**config.mk**
```make
export PLATFORM = sky130hd
export DESIGN_NAME = balance_ctrl_seq
export DESIGN_NICKNAME = d
export VERILOG_FILES = /design/src/rtl/balance_ctrl_seq.sv
export SDC_FILE = /design/constraint.sdc
export NUM_CORES = 1
export LEC_CHECK = 0
export ABC_AREA = 1
export ABC_CLOCK_PERIOD_IN_PS = 3100
export CORE_ASPECT_RATIO = 2
export CORE_MARGIN = 10
export CORE_UTILIZATION = 55
export DETAILED_ROUTE_END_ITERATION = 12
export GPL_TIMING_DRIVEN = 1
export PLACE_DENSITY = 0.89
export SYNTH_ARGS = -nofsm -noshare
export SYNTH_HDL_FRONTEND = slang
export SYNTH_SLANG_ARGS = --single-unit
```
**constraint.sdc**
```tcl
create_clock -name clk -period 3.1 [get_ports clk]
set_input_delay 0.93 -clock clk [delete_from_list [all_inputs] [get_ports clk]]
set_output_delay 0.93 -clock clk [all_outputs]
set_load 0.005 [all_outputs]
```
**src/rtl/balance_ctrl_seq.sv**
```systemverilog
// Sequencer for the balance-loop duty datapath: builds the P/I/D operands from
// each pitch sample, then registers the duty result with a one-cycle valid strobe.
module balance_ctrl_seq #(
  parameter int D_DLY = 2
) (
  input  logic                clk,
  input  logic                rst_n,
  input  logic                vld,
  input  logic [15:0]         ptch,
  input  logic                pwr_up,
  input  logic                rider_off,
  output logic signed [9:0]   ptch_err_sat,
  output logic signed [9:0]   ptch_err_I,
  output logic signed [6:0]   ptch_D_diff_sat,
  input  logic [11:0]         mtr_duty_in,
  input  logic                rev_in,
  output logic [11:0]         mtr_duty,
  output logic                rev,
  output logic                duty_vld,
  output logic                ovr
);

  typedef enum logic [1:0] {IDLE, CALC, UPDT, CAPT} state_t;

  state_t             state;
  logic signed [9:0]  err_reg;
  logic signed [17:0] integ;
  logic signed [9:0]  hist [D_DLY];
  logic signed [6:0]  d_reg;

  logic signed [15:0] ptch_s;
  logic signed [9:0]  err_sat;
  logic signed [10:0] diff;
  logic signed [6:0]  diff_sat;
  logic signed [17:0] integ_sum;
  logic               integ_ovf;

  assign ptch_s = $signed(ptch);

  always_comb begin
    err_sat = ptch_s[9:0];
    if (ptch_s > 16'sd511)
      err_sat = 10'sd511;
    else if (ptch_s < -16'sd512)
      err_sat = -10'sd512;
  end

  // Derivative compares against the sample D_DLY positions back in the queue.
  assign diff = {err_reg[9], err_reg} - {hist[D_DLY-1][9], hist[D_DLY-1]};

  always_comb begin
    diff_sat = diff[6:0];
    if (diff > 11'sd63)
      diff_sat = 7'sd63;
    else if (diff < -11'sd64)
      diff_sat = -7'sd64;
  end

  // On overflow the integrator simply holds rather than clamping to the rail.
  assign integ_sum = integ + {{8{err_reg[9]}}, err_reg};
  assign integ_ovf = (integ[17] == err_reg[9]) && (integ_sum[17] != integ[17]);

  always_ff @(posedge clk or negedge rst_n) begin
    if (!rst_n) begin
      state    <= IDLE;
      err_reg  <= '0;
      integ    <= '0;
      d_reg    <= '0;
      mtr_duty <= '0;
      rev      <= 1'b0;
      duty_vld <= 1'b0;
      ovr      <= 1'b0;
      for (int i = 0; i < D_DLY; i++) hist[i] <= '0;
    end else if (!pwr_up) begin
      state    <= IDLE;
      err_reg  <= '0;
      integ    <= '0;
      d_reg    <= '0;
      mtr_duty <= '0;
      rev      <= 1'b0;
      duty_vld <= 1'b0;
      for (int i = 0; i < D_DLY; i++) hist[i] <= '0;
    end else begin
      duty_vld <= 1'b0;

      if (rider_off)
        integ <= '0;
      else if (state == CALC && !integ_ovf)
        integ <= integ_sum;

      if (vld && state != IDLE)
        ovr <= 1'b1;

      case (state)
        IDLE: begin
          if (vld) begin
            state   <= CALC;
            err_reg <= err_sat;
          end
        end
        CALC: begin
          state   <= UPDT;
          d_reg   <= diff_sat;
          hist[0] <= err_reg;
          for (int i = 1; i < D_DLY; i++) hist[i] <= hist[i-1];
        end
        UPDT: begin
          state    <= CAPT;
          mtr_duty <= mtr_duty_in;
          rev      <= rev_in;
          duty_vld <= 1'b1;
        end
        default: state <= IDLE;
      endcase
    end
  end

  assign ptch_err_sat    = err_reg;
  assign ptch_err_I      = integ[17:8];
  assign ptch_D_diff_sat = d_reg;

endmodule

```
**Word level (Yosys, flattened, before mapping)**

Cells that the tools add are included.

- Bits in registers: 72
- Latch bits: 0
- Bits in writable memories: 0
- Bits in read-only memories: 0
- Input bits: 34
- Output and inout bits: 42
- Logic and storage cells: 57
- Memories: 0

- Add/sub/neg operators: 2
- Multiply operators: 0
- Div/mod/pow operators: 0
- Order comparisons: 4
- Eq/ne operators: 10
- Shifts and indexed selects: 0
- Multiplexer cells: 23
- Bitwise gates (word level): 0
- Reduce and logical (&&, ||, !) cells: 8

Operators with widths:

| cell | number |
|---|---|
| $mux 18 | 3 |
| $mux 10 | 5 |
| $mux 20 | 2 |
| $mux 7 | 4 |
| $mux 12 | 2 |
| $add 18x18->18 | 1 |
| $gt 16x10->1 const B | 1 |
| $lt 16x10->1 const B | 1 |
| $gt 11x7->1 const B | 1 |
| $lt 11x7->1 const B | 1 |
| $sub 10x10->11 | 1 |
| $ne 2x1->1 const B | 3 |
| $pmux 2 s3 | 1 |
| $mux 1 | 4 |
| $mux 2 | 2 |
| $reduce_and 2->1 | 2 |
| $logic_and 1x1->1 | 3 |
| $ne 3x1->1 const B | 1 |
| $ne 3x3->1 const B | 1 |
| $eq 2x1->1 const B | 1 |
| $eq 2x2->1 const B | 1 |
| $logic_not 2->1 | 1 |
| $ne 2x2->1 const B | 1 |
| $reduce_bool 2->1 | 1 |
| other kinds (3) | 3 |

**Longest topological paths before layout**

- Depth in word-level cells: 8
- Mapped depth: 17
- Mapped depth without buffers: 17

**Worst setup path before layout**

OpenSTA, ideal clock, no wires.

- Kind: register to register
- Start: register err_reg[0] (netlist: ptch_err_sat[0])
- End: register d_reg[0] (netlist: ptch_D_diff_sat[0])
- Data arrival time: 1.961 ns
- Data required time: 2.983 ns
- Setup slack: 1.022 ns
- Stages on the path, launching flop included: 17
- Path buffers: 0
- Period minus slack after synthesis: 2.078 ns
- Cell sequence: dfrtp_1 > inv_1 > ha_1 > inv_1 > fa_1 > nand3_1 > nand3_1 > nand2_1 > nand2_1 > nand2_1 > nand2_1 > a21oi_1 > nand3_1 > nand2_1 > nand2_1 > nand2_1 > nand2_1

- Cells in the longest elaborated chain, start to end: 6
- Elaborated cells on any way between the ends: 7

RTL lines:

| element | RTL line | text |
|---|---|---|
| from (decl) | 26 | `logic signed [9:0] err_reg;` |
| from (signal assigned) | 98 | `err_reg <= err_sat;` |
| $sub 10x10->11 (*) | 49 | `assign diff = {err_reg[9], err_reg} - {hist[D_DLY-1][9], hist[D_DLY-1]};` |
| $lt 11x7->1 | 55 | `else if (diff < -11'sd64)` |
| $mux 7 | 55 |  |
| $mux 7 (*) | 53 | `if (diff > 11'sd63)` |
| $mux 7 (*) | 94 | `case (state)` |
| $mux 7 (*) | 74 | `end else if (!pwr_up) begin` |
| to (signal assigned) | 103 | `d_reg <= diff_sat;` |
| to (decl) | 29 | `logic signed [6:0] d_reg;` |

Mark *: on every way between the ends. The rest lies on a longest branch, timed or not. The select of a mux whose other input is x is not followed.
A chain may end at the register's enable or synchronous reset.

**Worst setup path in the final report**

- Start: register err_reg[9] (netlist: ptch_err_sat[9])
- End: register integ[7]

- Cells in the longest elaborated chain, start to end: 6
- Elaborated cells on any way between the ends: 7

RTL lines:

| element | RTL line | text |
|---|---|---|
| $add 18x18->18 | 60 | `assign integ_sum = integ + {{8{err_reg[9]}}, err_reg};` |
| $ne 1x1->1 | 61 | `assign integ_ovf = (integ[17] == err_reg[9]) && (integ_sum[17] != integ[17]);` |
| $logic_and 1x1->1 (*) | 61 |  |
| $logic_not 1->1 (*) | 88 | `else if (state == CALC && !integ_ovf)` |
| $logic_and 1x1->1 (*) | 88 |  |
| $ne 3x1->1 (no line) (*) | -- |  |
| to (signal assigned) | 89 | `integ <= integ_sum;` |
| to (decl) | 27 | `logic signed [17:0] integ;` |

Mark *: on every way between the ends. The rest lies on a longest branch, timed or not.

==> summary.md <==
| Metric | Value |
|---|---|
| Fraction of power spent switching nets | `33.5%` |
| Required @ worst endpoint | `3380 ps` |
| Initial Util | `55.9%` |
| Status | `finished clean` |
| Post-CTS Setup Inserts | `0` |
| Final Hold Viols | `0` |
| Max VDD drop | `0.415 mV` |
| Share of layout cells above drive strength 1 | `6.94%` |
| CP dominant cell by count | `nand2_1` |
| Wire length per cell | `17.7 µm` |
| Reg2reg start | `ptch_err_sat[9]` |
| Clock Pin Slew Worst Setup and Hold Paths | `60 ps` |
| Crit Reg-Reg Endpoint | `integ[7]` |
| Core Rows | `47` |
| Ys async rst share | `100%` |
| Root buffer cell | `clkbuf_16` |
| Later-pin clock latency in the skew report | `340 ps` |
| Number of I/O pins | `76` |
| Placed Instances | `745` |
| Setup TNS Final | `0 ps` |
| Setup-failing EPs final | `0` |
| Port buffer count | `75` |
| Max_slew headroom | `61.9%` |
| Clock buffer depth | `2` |
| P per Cell Area | `546 nW/µm²` |
| Cells after Synth | `589` |
| Vias in the first global route | `4667` |
| Htree depth | `3` |
| Gate power share | `29.5%` |
| Initial antenna violation count | `0` |
| Clock Sink Count | `72` |
| Inserted Clock Buffers | `9` |
| Sequential share of power | `35.3%` |
| Min-delay src | `ovr` |
| Count of pins over their slew limit | `0` |
| Crit end category | `register` |
| Routed wire length | `13.5 mm` |
| Path category of the worst min-delay check | `reg2reg` |
| Yosys warns | `0` |
| Mapped Area | `4600 µm²` |
| Hold buffers post-CTS | `0` |
| Vias per cell | `5.72` |
| Die area | `12600 µm²` |
| EDFF count, synth | `0` |
| # DRC | `0` |
| Max Clock Freq | `376 MHz` |
| Hold Path Sink | `ovr` |
| Final RePlAce weighted congestion | `0.928` |
| Reg-to-reg slack, setup | `440 ps` |
| Drt pass-1 iters | `5` |
| Critical Path Max Stage Delay | `700 ps` |
| Grt total ovfl | `0` |
| Clock share of power | `35.2%` |
| P_sw | `1040 µW` |
| Worst slew pin tran | `572 ps` |
| First-pass GRT wire length | `21.8 mm` |
| Fill cells | `660` |
| Synth Area per Inst | `7.81 µm²` |
| Area grow syn2layout | `23.8%` |
| Worst setup SP type | `register` |
| CTS tree | `done` |
| Antenna Nets Post-Route | `0` |
| Lkg Pwr | `0.00289 µW` |
| CP Max Fanout | `16` |
| Max-Cap Viols | `0` |
| Slowest CP cell | `dfrtp_1` |
| Final nets | `724` |
| Crit share post-route | `85.8%` |
| Sequential fraction of the synthesis area | `39.2%` |
| Fin crit period | `2660 ps` |
| Hold path depth | `1` |
| Syn nets | `655` |
| DR iter-0 viols | `302` |
| Fin cells | `761` |
| R2r worst-path depth | `10` |
| Die Span Y | `149 µm` |
| RSZ-0062 raised after global routing | `no` |
| Top_reg_cell synth | `dfrtp_1` |
| Largest net degree at the start of global routing | `73` |
| CP Cell Sequence | `ha_1, a21oi_1, o21ai_1, nand2_1, nand2_1, nor2_4, a21boi_2, nor2_4, nand3_2, nand2_1` |
| Synth Register Bits | `72` |
| Post-CTS sizing | `0` |
| Total GRT Usage | `21.2%` |
| Critical path data arrival time | `2940 ps` |
| Core area | `8230 µm²` |
| Routed vias | `4354` |
| Crit path max-delay family | `simple AND/OR/NAND/NOR gates` |
| Post-Route Utilization | `69.1%` |
| Internal | `2070 µW` |
| Antenna Cells | `0` |
| Die Wd | `84.7 µm` |
| Post-synthesis cell type count | `38` |
| Clk_skew | `7.83 ps` |
| Hpwl dp | `9.54 mm` |
| Crit Path Category | `reg2reg` |
| Buf/Inv on CP | `0` |
==> cell usage after synthesis, types with 3 or more instances <==
master	instances	area, µm²
nand2_1	143	537
inv_1	92	345
dfrtp_1	72	1800
nand3_1	56	280
nor2_1	31	116
ha_1	30	375
o21ai_0	28	140
o22ai_1	28	175
a21oi_1	27	135
buf_4	10	75.1
xor2_1	9	78.8
xnor2_1	8	70.1
nand2_2	7	43.8
clkbuf_1	6	22.5
nand3b_1	4	30.0
buf_6	3	33.8
nand4_1	3	18.8
nor2_4	3	33.8
==> cells in the final DEF, fill, tap and decap left out, types with 8 or more instances in the layout <==
cell and count:
nor2_1 30, ha_1 30, nand3_1 56, inv_1 92, xor2_1 9, clkdlybuf4s50_1 74
o21ai_0 28, nand2_1 143, dfrtp_1 72, a21oi_1 27, xnor2_1 8, o22ai_1 28
clkbuf_16 9
==> logic make-up after synthesis <==
| kind of cell | share of synthesized area [%] |
|---|---|
| AND/OR/NAND/NOR | 26.1 |
| buffers and inverters | 10.9 |
| AO/OA/AOI/OAI | 11.5 |
| flip-flops | 39.2 |
| adder cells (fa/ha/maj) | 9.03 |
| XOR/XNOR | 3.24 |
==> metrics by stage <==
step / total power (µW) / hold WS, ps / setup slack [ps] / area (µm²)
after floorplan: 1650 / 457 / 1020 / 4600
after global placement: 1970 / 455 / 506 / 5380
after detailed placement: 2000 / 471 / 386 / 5380
after CTS: 3100 / 484 / 467 / 5690
after global routing: 3250 / 502 / 207 / 5690
final: 3110 / 478 / 441 / 5690
==> registers in the layout, summed over array words and instances, names as in the netlist <==
signal           cells
ptch_err_sat        10
state                2
duty_vld             1
ovr                  1
rev                  1
mtr_duty            12
integ               18
hist                20
ptch_D_diff_sat      7
==> worst max path at each step <==
stage                               to  depth (start not counted)            start
global placement               hist[7]                          5           pwr_up
floorplan           ptch_D_diff_sat[0]                         16  ptch_err_sat[0]
global route                  integ[6]                         10  ptch_err_sat[9]
CTS                           integ[4]                         10  ptch_err_sat[9]
finish                        integ[7]                         10  ptch_err_sat[9]
detailed placement            hist[17]                          5           pwr_up
==> cell type report <==
type                            instances  area (µm²)  share of cell area [%]
Inverter                               94         353                    6.20
Multi-Input combinational cell        401        2300                    40.4
Timing Repair Buffer                   80         808                    14.2
Sequential cell                        72        1800                    31.7
Clock buffer                           11         253                    4.44
Clock inverter                          5        55.1                   0.967
Tap cell                               98         123                    2.15
==> routing by layer <==
layer | GRT usage [%] | part of all wire (%) | vias to the layer above
li1 | - | - | 2042
met1 | 19.8 | 34 | 2059
met2 | 39.4 | 55 | 199
met3 | 5.42 | 6.7 | 54
met4 | 13.4 | 4.8 | 0
met5 | 0 | 0 | -
==> power groups by stage <==
stage	combinational [µW]	clock [µW]	sequential, µW
after floorplan	555	0	1100
after global placement	864	0	1100
after detailed placement	893	0	1110
after CTS	908	1100	1100
after global routing	1020	1130	1100
final	917	1090	1100
(Power assumes the default switching activity.)
